[src/rtl/data_collector_4lane.sv]
// Four-lane sample collector: change-detect strobes, per-lane holding registers,
// round-robin merge into a first-word-fall-through FIFO, and a per-lane ramp checker.
module data_collector_4lane #(
   parameter int DATA_WIDTH = 32,
   parameter int START      = -512,
   parameter int END        = 512,
   parameter int STRIDE     = 1,
   parameter int FIFO_DEPTH = 8
) (
   input  logic                  clk_200MHz,
   input  logic                  rst_n,
   input  logic [DATA_WIDTH-1:0] in_channel1_data1,
   input  logic [DATA_WIDTH-1:0] in_channel1_data2,
   input  logic [DATA_WIDTH-1:0] in_channel2_data1,
   input  logic [DATA_WIDTH-1:0] in_channel2_data2,
   input  logic                  in_channel1_data1_valid,
   input  logic                  in_channel1_data2_valid,
   input  logic                  in_channel2_data1_valid,
   input  logic                  in_channel2_data2_valid,
   output logic [DATA_WIDTH-1:0] out_data,
   output logic [1:0]            out_lane,
   output logic                  out_valid,
   input  logic                  out_ready,
   output logic                  overflow,
   output logic [15:0]           err_count
);

   localparam int NUM_LANES = 4;
   localparam int AW        = (FIFO_DEPTH > 1) ? $clog2(FIFO_DEPTH) : 1;
   localparam logic [DATA_WIDTH-1:0] START_W  = DATA_WIDTH'(START);
   localparam logic [DATA_WIDTH-1:0] END_W    = DATA_WIDTH'(END);
   localparam logic [DATA_WIDTH-1:0] STRIDE_W = DATA_WIDTH'(STRIDE);
   localparam logic [AW:0]           DEPTH_W  = FIFO_DEPTH[AW:0];

   logic [NUM_LANES-1:0]  in_valid;
   logic [DATA_WIDTH-1:0] in_data [NUM_LANES];

   assign in_valid   = {in_channel2_data2_valid, in_channel2_data1_valid,
                        in_channel1_data2_valid, in_channel1_data1_valid};
   assign in_data[0] = in_channel1_data1;
   assign in_data[1] = in_channel1_data2;
   assign in_data[2] = in_channel2_data1;
   assign in_data[3] = in_channel2_data2;

   // ---------------- change-detect strobe stage ----------------
   logic [NUM_LANES-1:0]  prev_valid;
   logic [NUM_LANES-1:0]  new_sample;
   logic [NUM_LANES-1:0]  strobe;
   logic [DATA_WIDTH-1:0] last_word [NUM_LANES];
   logic [DATA_WIDTH-1:0] sample    [NUM_LANES];

   // NOTE: every always_comb output gets a default first so no path can infer a latch.
   always_comb begin
      new_sample = '0;
      for (int l = 0; l < NUM_LANES; l++)
         new_sample[l] = in_valid[l] && (!prev_valid[l] || (in_data[l] != last_word[l]));
   end

   // NOTE: sequential state uses non-blocking assignments so every flop samples pre-edge values.
   always_ff @(posedge clk_200MHz or negedge rst_n) begin
      if (!rst_n) begin
         prev_valid <= '0;
         strobe     <= '0;
         for (int l = 0; l < NUM_LANES; l++) begin
            last_word[l] <= '0;
            sample[l]    <= '0;
         end
      end else begin
         prev_valid <= in_valid;
         strobe     <= new_sample;
         for (int l = 0; l < NUM_LANES; l++) begin
            if (new_sample[l]) begin
               last_word[l] <= in_data[l];
               sample[l]    <= in_data[l];
            end
         end
      end
   end

   // ---------------- holding registers ----------------
   logic [NUM_LANES-1:0]  pending;
   logic [NUM_LANES-1:0]  grant;
   logic [DATA_WIDTH-1:0] hold_word [NUM_LANES];

   always_ff @(posedge clk_200MHz or negedge rst_n) begin
      if (!rst_n) begin
         pending  <= '0;
         overflow <= 1'b0;
         for (int l = 0; l < NUM_LANES; l++) hold_word[l] <= '0;
      end else begin
         for (int l = 0; l < NUM_LANES; l++) begin
            // A drain in the same cycle frees the slot, so the new word is kept.
            if (strobe[l] && (!pending[l] || grant[l])) begin
               hold_word[l] <= sample[l];
               pending[l]   <= 1'b1;
            end else if (grant[l]) begin
               pending[l]   <= 1'b0;
            end
         end
         if (|(strobe & pending & ~grant)) overflow <= 1'b1;
      end
   end

   // ---------------- round-robin arbiter ----------------
   logic [1:0] rr_ptr;
   logic [1:0] cand;
   logic [1:0] grant_lane;
   logic       grant_valid;
   logic       fifo_full;
   logic       fifo_rd;

   always_comb begin
      grant       = '0;
      grant_lane  = rr_ptr;
      grant_valid = 1'b0;
      cand        = rr_ptr;
      if (!fifo_full || fifo_rd) begin
         for (int i = 0; i < NUM_LANES; i++) begin
            cand = rr_ptr + 2'(i);
            if (!grant_valid && pending[cand]) begin
               grant_valid = 1'b1;
               grant_lane  = cand;
            end
         end
      end
      if (grant_valid) grant[grant_lane] = 1'b1;
   end

   always_ff @(posedge clk_200MHz or negedge rst_n) begin
      if (!rst_n)           rr_ptr <= '0;
      else if (grant_valid) rr_ptr <= grant_lane + 2'd1;
   end

   // ---------------- first-word-fall-through FIFO ----------------
   logic [DATA_WIDTH-1:0] fifo_data [FIFO_DEPTH];
   logic [1:0]            fifo_lane [FIFO_DEPTH];
   logic [AW-1:0]         wr_ptr;
   logic [AW-1:0]         rd_ptr;
   logic [AW:0]           fifo_count;

   assign fifo_full = (fifo_count == DEPTH_W);
   assign out_valid = (fifo_count != '0);
   assign fifo_rd   = out_valid && out_ready;
   assign out_data  = out_valid ? fifo_data[rd_ptr] : '0;
   assign out_lane  = out_valid ? fifo_lane[rd_ptr] : 2'd0;

   // NOTE: storage array has no reset; only pointers and count define what is valid.
   always_ff @(posedge clk_200MHz) begin
      if (grant_valid) begin
         fifo_data[wr_ptr] <= hold_word[grant_lane];
         fifo_lane[wr_ptr] <= grant_lane;
      end
   end

   always_ff @(posedge clk_200MHz or negedge rst_n) begin
      if (!rst_n) begin
         wr_ptr     <= '0;
         rd_ptr     <= '0;
         fifo_count <= '0;
      end else begin
         if (grant_valid) wr_ptr <= wr_ptr + 1'b1;
         if (fifo_rd)     rd_ptr <= rd_ptr + 1'b1;
         if (grant_valid && !fifo_rd)      fifo_count <= fifo_count + 1'b1;
         else if (!grant_valid && fifo_rd) fifo_count <= fifo_count - 1'b1;
      end
   end

   // ---------------- ramp checker ----------------
   logic [DATA_WIDTH-1:0] expected      [NUM_LANES];
   logic [DATA_WIDTH-1:0] next_expected [NUM_LANES];
   logic [2:0]            mismatches;
   logic [16:0]           err_sum;

   always_comb begin
      mismatches = '0;
      for (int l = 0; l < NUM_LANES; l++) begin
         next_expected[l] = (sample[l] == END_W) ? START_W : sample[l] + STRIDE_W;
         if (strobe[l] && (sample[l] != expected[l])) mismatches = mismatches + 3'd1;
      end
      err_sum = {1'b0, err_count} + {14'd0, mismatches};
   end

   always_ff @(posedge clk_200MHz or negedge rst_n) begin
      if (!rst_n) begin
         err_count <= '0;
         for (int l = 0; l < NUM_LANES; l++) expected[l] <= START_W;
      end else begin
         // Match or mismatch, the checker resyncs to the word just seen.
         for (int l = 0; l < NUM_LANES; l++)
            if (strobe[l]) expected[l] <= next_expected[l];
         err_count <= err_sum[16] ? 16'hFFFF : err_sum[15:0];
      end
   end

endmodule
[config.mk]
export PLATFORM = sky130hd
export DESIGN_NAME = data_collector_4lane
export DESIGN_NICKNAME = d
export VERILOG_FILES = /design/src/rtl/data_collector_4lane.sv
export SDC_FILE = /design/constraint.sdc
export NUM_CORES = 1
export LEC_CHECK = 0
export BUFFER_PORTS_ARGS = -buffer_cell sky130_fd_sc_hd__buf_2
export CORE_MARGIN = 8
export CORE_UTILIZATION = 40
export CTS_CLUSTER_SIZE = 16
export DETAILED_ROUTE_END_ITERATION = 6
export GPL_TIMING_DRIVEN = 0
export PLACE_DENSITY_LB_ADDON = 0.12
export SETUP_SLACK_MARGIN = 0.5
export SLEW_MARGIN = 20
export SYNTH_ARGS = -nofsm -noshare
export SYNTH_HDL_FRONTEND = slang
export SYNTH_SLANG_ARGS = --single-unit
[constraint.sdc]
create_clock -name clk_200MHz -period 8.8 [get_ports clk_200MHz]
set_input_delay 0.88 -clock clk_200MHz [delete_from_list [all_inputs] [get_ports clk_200MHz]]
set_output_delay 0.88 -clock clk_200MHz [all_outputs]
set_load 0.05 [all_outputs]
==> results.cfg, run 1 <==
[finish]
fin_nets = 2960
final_common_cell = dfrtp_1
fin_util_pct = 46.82
finalNonFillerCells = 3950
drive_gt1_share_pct = 30.89
layout_common_cells = dfrtp_1, edfxtp_1, xor2_1
syn_to_final_growth_pct = 16.20

[sta]
worst_slew_pin_slew_ns = 1.052
fin_tns_setup_ns = 0
period_minus_slack_ns = 5.365
hold_violations = 0
finalSetupViolations = 0
skew_ns = 0.02297
timing.final.crit_share_pct = 60.97
drv_slew = 0
maxSlewHeadroom_pct = 29.69
rsz0062_at_grt = false
timing.fmax_ghz = 0.1864

[worst_setup_path]
crit_arrival_ns = 5.89
start_kind = flop
crit_fanout = 10
critPathKind = flop to flop
required_ns = 9.32
cp-end-kind = flop
reg2reg_slack_ns = 3.43

[global_route]
grt_pass1_wl_mm = 139.5
antenna_found_initial = 11
grt_max_degree = 92
gr-usage-all-layers_pct = 19.33
gr-total-overflow = 0
grt_pass1_vias = 22160

[clock_tree]
htreeDepth = 3
cts_setup_buffers = 0
cts_sinks = 697
cts_buffer_depth = 3
hold_buffers = 0
clk_latency_ns = 0.62
cts.clk_slew.worst_paths_ns = 0.06
cts-root-buf = clkbuf_16
cts_buffers = 79
cts_tree = done
cts-resized-gates = 0

[yosys]
netlist_instances = 2496
synth.distinct_cells = 59
synth.area.top_cells = dfrtp_1, edfxtp_1, dfstp_2
synth-seq-area-share_pct = 56.28
netlist_area_um2 = 33610
postSynthAreaPerCell_um2 = 13.47
synthFlopType = dfrtp_1
synthArstFlopShare_pct = 60.98
synth_top_area_cell = dfrtp_1
synth-seq-cells = 697
synth_edf_count = 272
yosysWarnings = 0
synth_top_cell_area_share_pct = 24.79
synth.net_count = 2656

[drt]
drcViolationCount = 0
first_iter_violations = 1386
wl_per_cell_um = 23.08
routed-via-count = 20860
wl_mm = 91.16
first_pass_iters = 5
routed_via_density = 5.282
ant_nets = 0

[placed_design]
gp_congestion = 0.8277
port_buffers = 186
hpwl_mm = 68.03
dp_cells = 3799

[power_and_ir_drop]
p_int_mw = 9.291
p_leak_nw = 15.09
seqPwrFrac_pct = 38.9
power_frac_clock_pct = 22.6
finalPower_mw = 14.62
p_per_area_nw_per_um2 = 374.3
vdd_ir_drop_max_mv = 0.2189
pwr-share-comb_pct = 38.4
switching_power_mw = 5.329
swShare_pct = 36.45

[floorplanning]
die_y_um = 305.9
rows = 106
initial_core_util_pct = 40.29
die_x_um = 305.9
io_pins = 187
dieArea_um2 = 93570
core_um2 = 83420

[status]
status = finished clean

[min_path]
hp-class = input pin to async pin

[flow_run]
maxCapViolations = 0
[cell type report]
class,count,area [um^2]
diodes,5,12.51
plain buffers,220,1161
clock buffers,113,2268
clock inverters,33,344.1
fillers,7444,44360
inverters,46,172.7
multi-input cells,1533,13420
flip-flops and latches,697,18920
well taps,1080,1351
repair buffers,223,1418
[critical path: stages (launching register included)]
cell	delay, ns
dfrtp_1	0.32
clkbuf_1	0.57
xor2_1	0.14
nor4_1	0.29
nand4_1	0.16
o21ai_0	0.75
inv_1	0.11
ha_1	0.34
xnor2_1	0.27
ha_1	0.20
inv_1	0.04
nor2_1	0.11
xor2_1	0.11
ha_1	0.32
nor2b_1	0.19
nor2_1	0.07
or3_1	0.42
or3_1	0.46
clkbuf_1	0.25
o21ai_0	0.14
[layer usage]
layer  wire length, um  vias up  part of all wire, %  global-route usage (%)
li1                  -     9580                    -                       -
met1             39440    10690                   43                   25.50
met2             44700      443                   49                   32.47
met3              4364      144                  4.8                   3.556
met4              2610        8                  2.9                   5.765
met5                50        -                0.055                       0
[cells by family after synthesis]
family	share of synthesized area, %
compound gates	3.149
xor+xnor	10.34
fa+ha+maj	0.9752
buf+inv	3.964
flops	56.28
mux	17.11
simple gates	8.178
[cell usage after synthesis (all sizes together) (19+ instances only)]
| master | count |
|---|---|
| dfrtp | 333 |
| edfxtp | 272 |
| mux2 | 259 |
| xor2 | 241 |
| nor2 | 176 |
| xnor2 | 152 |
| clkbuf | 131 |
| mux4 | 100 |
| a21oi | 96 |
| dfstp | 92 |
| buf | 89 |
| nand2 | 88 |
| nand4 | 70 |
| nor4 | 70 |
| nand3 | 57 |
| inv | 45 |
| mux2i | 37 |
| ha | 23 |
| a22o | 21 |
| nor3 | 19 |
[path summary, 6_finish.rpt]
path / cells past startpoint / to / start
hold reg to reg: 1 / expected[5]$_DFFE_PN0P_ / expected[5]$_DFFE_PN0P_
hold / removal: 1 / sample[6]$_DFFE_PN0P_ / rst_n
max in group asynchronous: 3 / expected[109]$_DFFE_PN1P_ / rst_n
min in group clk_200MHz: 1 / prev_valid[1]$_DFF_PN0_ / in_channel1_data2_valid
setup reg to reg: 19 / err_count[11]$_DFF_PN0_ / sample[83]$_DFFE_PN0P_
setup / recovery: 19 / err_count[11]$_DFF_PN0_ / sample[83]$_DFFE_PN0P_
[power by group through the flow]
stage          combinational [mW]  sequential (mW)  clock [mW]
6_report                     5.62             5.69        3.31
5_1_grt                      6.08             5.79        3.51
4_1_cts                      5.72             5.70        3.39
3_5_place_dp                 5.71             5.76           0
3_3_place_gp                 5.42             5.76           0
2_1_floorplan                3.90             5.55           0
[sequential cells by signal, summed over array words and instances (netlist names)]
register / cells
fifo_count: 4
err_count: 16
sample: 128
pending: 4
hold_word: 128
fifo_lane: 16
overflow: 1
prev_valid: 4
fifo_data: 256
strobe: 4
wr_ptr: 3
rd_ptr: 3
rr_ptr: 2
expected: 128
[metrics by stage]
stage,hold slack (ns),worst slack [ns],cell area (um^2)
floorplan,0.4640,3.974,33610
global placement,0.4883,-2.017,35900
detailed placement,0.4918,3.391,36430
CTS,0.1638,3.361,39050
global route,0.1909,2.909,39060
finish,0.1869,3.435,39060
Power figures use the tool's default switching activity.
==> inputs of run 2 (changes only) <==
==> constraint.sdc (replaced) <==
create_clock -name clk_200MHz -period 5.4 [get_ports clk_200MHz]
set_input_delay 0.54 -clock clk_200MHz [delete_from_list [all_inputs] [get_ports clk_200MHz]]
set_output_delay 0.54 -clock clk_200MHz [all_outputs]
set_load 0.05 [all_outputs]
==> run 2 against run 1 <==
Effect of this change: power up 63%; die area did not move; hold slack lost 0.14 ns; sequential power up 63%; via count is 0.36% higher; maximum frequency rose by 18%; cell count is essentially flat; critical path depth unchanged; clock skew fell by 0.0019 ns; critical endpoint unchanged; largest cell class unchanged.
==> results.cfg, run 2 (synthesized netlist as in run 1, its figures left out) <==
[status]
status = finished clean

[finish]
fin_nets = 2962
largest_reg_flops = 256
largest_register = fifo_data
layout_common_cells = dfrtp_1, edfxtp_1, xor2_1
drive_gt1_share_pct = 32.51
syn_to_final_growth_pct = 16.56
post-route-cell-area_um2 = 39180
final_common_cell = dfrtp_1

[power_and_ir_drop]
vdd_ir_drop_max_mv = 0.3568
seqPwrFrac_pct = 38.9
pwr-share-comb_pct = 38.5
p_int_mw = 15.15
power_frac_clock_pct = 22.6
p_per_area_nw_per_um2 = 608.4
switching_power_mw = 8.686
finalPower_mw = 23.84
swShare_pct = 36.44
p_leak_nw = 15.23

[clock_tree]
htreeDepth = 3
cts_buffer_depth = 3
clk_latency_ns = 0.62
cts_buffers = 79
cts_tree = done
cts.clk_slew.worst_paths_ns = 0.06
cts-root-buf = clkbuf_16
cts_setup_buffers = 0
cts_sinks = 697

[min_path]
min_from = in_channel1_data1_valid
hp-class = input pin to flop
min_to = prev_valid[0]$_DFF_PN0_
hold_depth = 1

[global_route]
gr-usage-all-layers_pct = 19.34
antenna_found_initial = 11
grt_util_met1_pct = 25.50
grt_pass1_vias = 22170
grt_max_degree = 92
top_usage_layer = met2
gr-total-overflow = 0
grt_pass1_wl_mm = 139.6
grt_use_met3_pct = 3.556
use_met2_pct = 32.48

[floorplanning]
dieArea_um2 = 93570
io_pins = 187
initial_core_util_pct = 40.29
core_um2 = 83420
die_y_um = 305.9
die_x_um = 305.9
rows = 106

[sta]
worst_slew_pin_slew_ns = 1.067
rsz0062_at_grt = false
maxSlewHeadroom_pct = 28.72
drv_slew = 0
timing.final.crit_share_pct = 84.35
period_minus_slack_ns = 4.555
timing.fmax_ghz = 0.2195
finalSetupViolations = 0
skew_ns = 0.02104
hold_violations = 0

[drt]
ant_nets = 0
first_pass_iters = 5
wl_mm = 91.29
first_iter_violations = 1333
drcViolationCount = 0
wl_per_cell_um = 23.10
routed_via_density = 5.298
routed-via-count = 20940

[placed_design]
place_area_um2 = 36430
hpwl_mm = 68.03
gp_congestion = 0.8277
port_buffers = 186

[worst_setup_path]
required_ns = 5.92
crit_fanout = 10
crit_arrival_ns = 5.08
r2r_start = sample[86]$_DFFE_PN0P_
rr_endpoint = err_count[11]$_DFF_PN0_
cp-end-kind = flop
reg2regPathDepth = 19
reg2reg_slack_ns = 0.84
critPathKind = flop to flop
start_kind = flop

[flow_run]
maxCapViolations = 0
run 2: cell count changes in the layout (fill, tap and decap cells not counted), sizes merged:
cell / previous run / this run
dlygate4sd3: 0 / 2
buf: 311 / 314
clkbuf: 245 / 242
run 2: final cells by class:
| class | instances | area, um^2 |
|---|---|---|
| multi-input combinational | 1533 | 13460 |
| inverter | 46 | 172.7 |
| sequential | 697 | 18920 |
| buffer | 220 | 1212 |
| tap | 1080 | 1351 |
| clock buffer | 113 | 2268 |
| fill | 7436 | 44240 |
| timing repair buffer | 225 | 1438 |
| antenna | 5 | 12.51 |
| clock inverter | 33 | 344.1 |
run 2: power groups by stage:
stage / clock network, mW / registers (mW) / logic, mW
floorplan: 0 / 9.05 / 6.36
global placement: 0 / 9.38 / 8.83
detailed placement: 0 / 9.38 / 9.30
CTS: 5.53 / 9.29 / 9.32
global route: 5.72 / 9.43 / 9.92
finish: 5.39 / 9.27 / 9.18
run 2: how the worst max path moves through the flow:
stage | depth (start not counted) | end | from
2_1_floorplan | 4 | fifo_data[3][0]$_DFFE_PP_ | out_ready
3_3_place_gp | 1 | sample[120]$_DFFE_PN0P_ | rst_n
3_5_place_dp | 19 | err_count[11]$_DFF_PN0_ | sample[84]$_DFFE_PN0P_
4_1_cts | 19 | err_count[11]$_DFF_PN0_ | sample[70]$_DFFE_PN0P_
5_1_grt | 17 | err_count[11]$_DFF_PN0_ | sample[126]$_DFFE_PN0P_
6_report | 19 | err_count[11]$_DFF_PN0_ | sample[86]$_DFFE_PN0P_
run 2: repair_timing:
action / CTS / global route
gates resized for setup: 28 / 41
hold buffers: 2 / 0
endpoints found under the setup margin: 15 / 14
pin swaps: 1 / 3
endpoints found under the hold margin: 31 / 0
run 2: stage by stage:
step	setup WS, ns	cells	hold slack, ns	TNS (ns)	util, %
after floorplan	0.9139	2496	0.2444	0	-
after global placement	-5.077	3762	0.4883	-2325.75	43.03
after detailed placement	-0.009200	3799	0.4910	-0.009200	43.68
after CTS	0.5052	3947	0.003890	0	46.87
after global routing	0.5032	3951	0.02641	0	46.96
final	0.8449	3952	0.04936	0	46.97
run 2: worst max-delay path: stages (launching register included):
cell      delay, ns
dfrtp_1        0.36
clkbuf_2       0.21
xor2_1         0.19
nor4_1         0.35
nand4_1        0.25
o21ai_4        0.32
inv_1          0.12
ha_4           0.24
xnor2_2        0.21
ha_1           0.18
inv_1          0.04
nor2_1         0.12
xor2_1         0.10
ha_1           0.32
nor2b_1        0.19
nor2_1         0.07
or3_1          0.42
or3_1          0.45
buf_2          0.21
o21ai_0        0.10
run 2: metal layers:
| metal | wire length [um] | up-vias |
|---|---|---|
| li1 | - | 9589 |
| met1 | 39520 | 10710 |
| met2 | 44670 | 481 |
| met3 | 4401 | 150 |
| met4 | 2652 | 8 |
| met5 | 50 | - |
==> inputs of run 3 (changes only) <==
==> constraint.sdc (replaced) <==
create_clock -name clk_200MHz -period 4 [get_ports clk_200MHz]
set_input_delay 0.4 -clock clk_200MHz [delete_from_list [all_inputs] [get_ports clk_200MHz]]
set_output_delay 0.4 -clock clk_200MHz [all_outputs]
set_load 0.05 [all_outputs]
==> run 3 against run 2 <==
Effect of this change: the flow now finishes with violations (negative setup slack); final area is 2.1% higher; register-to-register slack worse by 1.0 ns; utilization is 1.0 points higher; highest routed layer unchanged.
==> results.cfg, run 3 (synthesized netlist as in run 1, its figures left out) <==
[status]
status = finished with violations
violations = negative setup slack

[sta]
holdWs_ns = 0.04183
maxSlewHeadroom_pct = 37.74
finalSetupViolations = 16
layout_setup_ws_ns = -0.1851
timing.fmax_ghz = 0.2389
hold_violations = 0
fin_tns_setup_ns = -2.382
drv_slew = 0
period_minus_slack_ns = 4.185
rsz0062_at_grt = true
worst_slew_pin_slew_ns = 0.9340
timing.final.crit_share_pct = 104.6
skew_ns = 0.02994

[worst_setup_path]
crit_fanout = 8
endpoint = err_count[11]$_DFF_PN0_
path_cells = buf_8, xor2_1, nor4_1, nand2_1, o41a_1, ha_4, xnor2_4, xnor2_2, ha_2, inv_2, fa_2, nor2b_4, nor2_2, or3_4, or3_4, buf_8, o21ai_2
start_kind = flop
rr_endpoint = err_count[11]$_DFF_PN0_
reg2regPathDepth = 17
critPathKind = flop to flop
reg2reg_slack_ns = -0.19
required_ns = 4.53
crit_path_start = sample[125]$_DFFE_PN0P_
max_stage_delay_ns = 0.56
cp-end-kind = flop
r2r_start = sample[125]$_DFFE_PN0P_
crit_arrival_ns = 4.71
crit_slowest_cell = o41a_1

[finish]
final_common_cell = dfrtp_1
fin_util_pct = 47.96
syn_to_final_growth_pct = 19.03
largest_reg_flops = 256
post-route-cell-area_um2 = 40010
finalNonFillerCells = 3986
largest_register = fifo_data
fin_nets = 3000
drive_gt1_share_pct = 35.02
layout_common_cells = dfrtp_1, edfxtp_1, xor2_1

[power_and_ir_drop]
vdd_ir_drop_max_mv = 0.7947
p_leak_nw = 15.63
p_per_area_nw_per_um2 = 812.7

[global_route]
grt_pass1_vias = 22560
antenna_found_initial = 3
gr-total-overflow = 0
grt_pass1_wl_mm = 141.8
grt_max_degree = 92
gr-usage-all-layers_pct = 19.52

[floorplanning]
io_pins = 187
core_um2 = 83420
rows = 106
die_x_um = 305.9
initial_core_util_pct = 40.29
dieArea_um2 = 93570
die_y_um = 305.9

[placed_design]
place_area_um2 = 36500
port_buffers = 186
hpwl_mm = 68.07
dp_cells = 3792
gp_congestion = 0.8281

[min_path]
hp-class = input pin to flop

[drt]
ant_nets = 0
first_iter_violations = 1230
drcViolationCount = 0
wl_per_cell_um = 23.10
wl_mm = 92.08
first_pass_iters = 5
routed-via-count = 21140
routed_via_density = 5.305

[clock_tree]
clk_latency_ns = 0.62
cts-root-buf = clkbuf_16
cts_buffers = 79
cts.clk_slew.worst_paths_ns = 0.06
htreeDepth = 3
cts_buffer_depth = 3
cts_tree = done
cts_sinks = 697

[flow_run]
maxCapViolations = 0
==> run 3: cell type report <==
class	instances	area [um^2]
Fill cell	7330	43410
Sequential cell	697	18920
Multi-Input combinational cell	1533	13690
Clock buffer	119	2332
Timing Repair Buffer	263	1770
Buffer	220	1513
Tap cell	1080	1351
Clock inverter	26	250.2
Inverter	46	176.4
Antenna cell	2	5.005
==> run 3: worst max-delay path, delay by kind of cell, from the launching register on <==
kind,cells,cell delay [ns]
DFF,1,0.40
buffers and inverters,3,0.34
adders and majority gates,3,0.95
xor gates and xnor gates,3,0.45
and+or+nand+nor,6,1.35
AOI/OAI and AO/OA,2,0.61
==> run 3: what timing repair did <==
item	CTS	global route
cloned	1	0
hold endpoints to repair	73	0
setup endpoints to repair	321	148
hold buffers	17	0
buffers inserted	22	7
pin swaps	28	20
gates resized for setup	151	32
==> run 3: metal layers <==
layer | up-vias | wire (um) | global-route usage, % | part of all wire [%]
met5 | - | 10 | 0 | 0.011
met4 | 2 | 2780 | 6.073 | 3.0
met3 | 148 | 3840 | 2.688 | 4.2
met2 | 504 | 45520 | 33.31 | 49
met1 | 10860 | 39930 | 25.78 | 43
li1 | 9632 | - | - | -
==> run 3: how the worst min path moves through the flow <==
stage | start | to | slack (ns) | cells after the start
6_report | in_channel1_data2[14] | sample[78]$_DFFE_PN0P_ | 0.04 | 2
3_3_place_gp | fifo_count[3]$_DFFE_PN0P_ | fifo_count[3]$_DFFE_PN0P_ | 0.48 | 1
2_1_floorplan | rst_n | err_count[0]$_DFF_PN0_ | 0.10 | 0
3_5_place_dp | rst_n | sample[3]$_DFFE_PN0P_ | 0.46 | 1
5_1_grt | in_channel2_data1[19] | sample[51]$_DFFE_PN0P_ | 0.02 | 2
4_1_cts | in_channel2_data2[20] | sample[20]$_DFFE_PN0P_ | 0.0006 | 2
==> run 3: per-stage QoR <==
stage | setup slack (ns) | power [mW]
after floorplan | -0.4244 | 20.83
after global routing | -0.3173 | 34.19
after detailed placement | -1.060 | 25.31
after global placement | -6.343 | 24.65
final | -0.1851 | 32.52
after CTS | -0.2451 | 32.85
==> run 3: where the power goes <==
group	leakage, nW	total [mW]	switching, mW	internal (mW)
sequential	7.41	12.5	1.17	11.3
combinational	6.95	12.8	7.79	5.02
clock	1.27	7.20	2.92	4.29
total	15.6	32.5	11.9	20.6
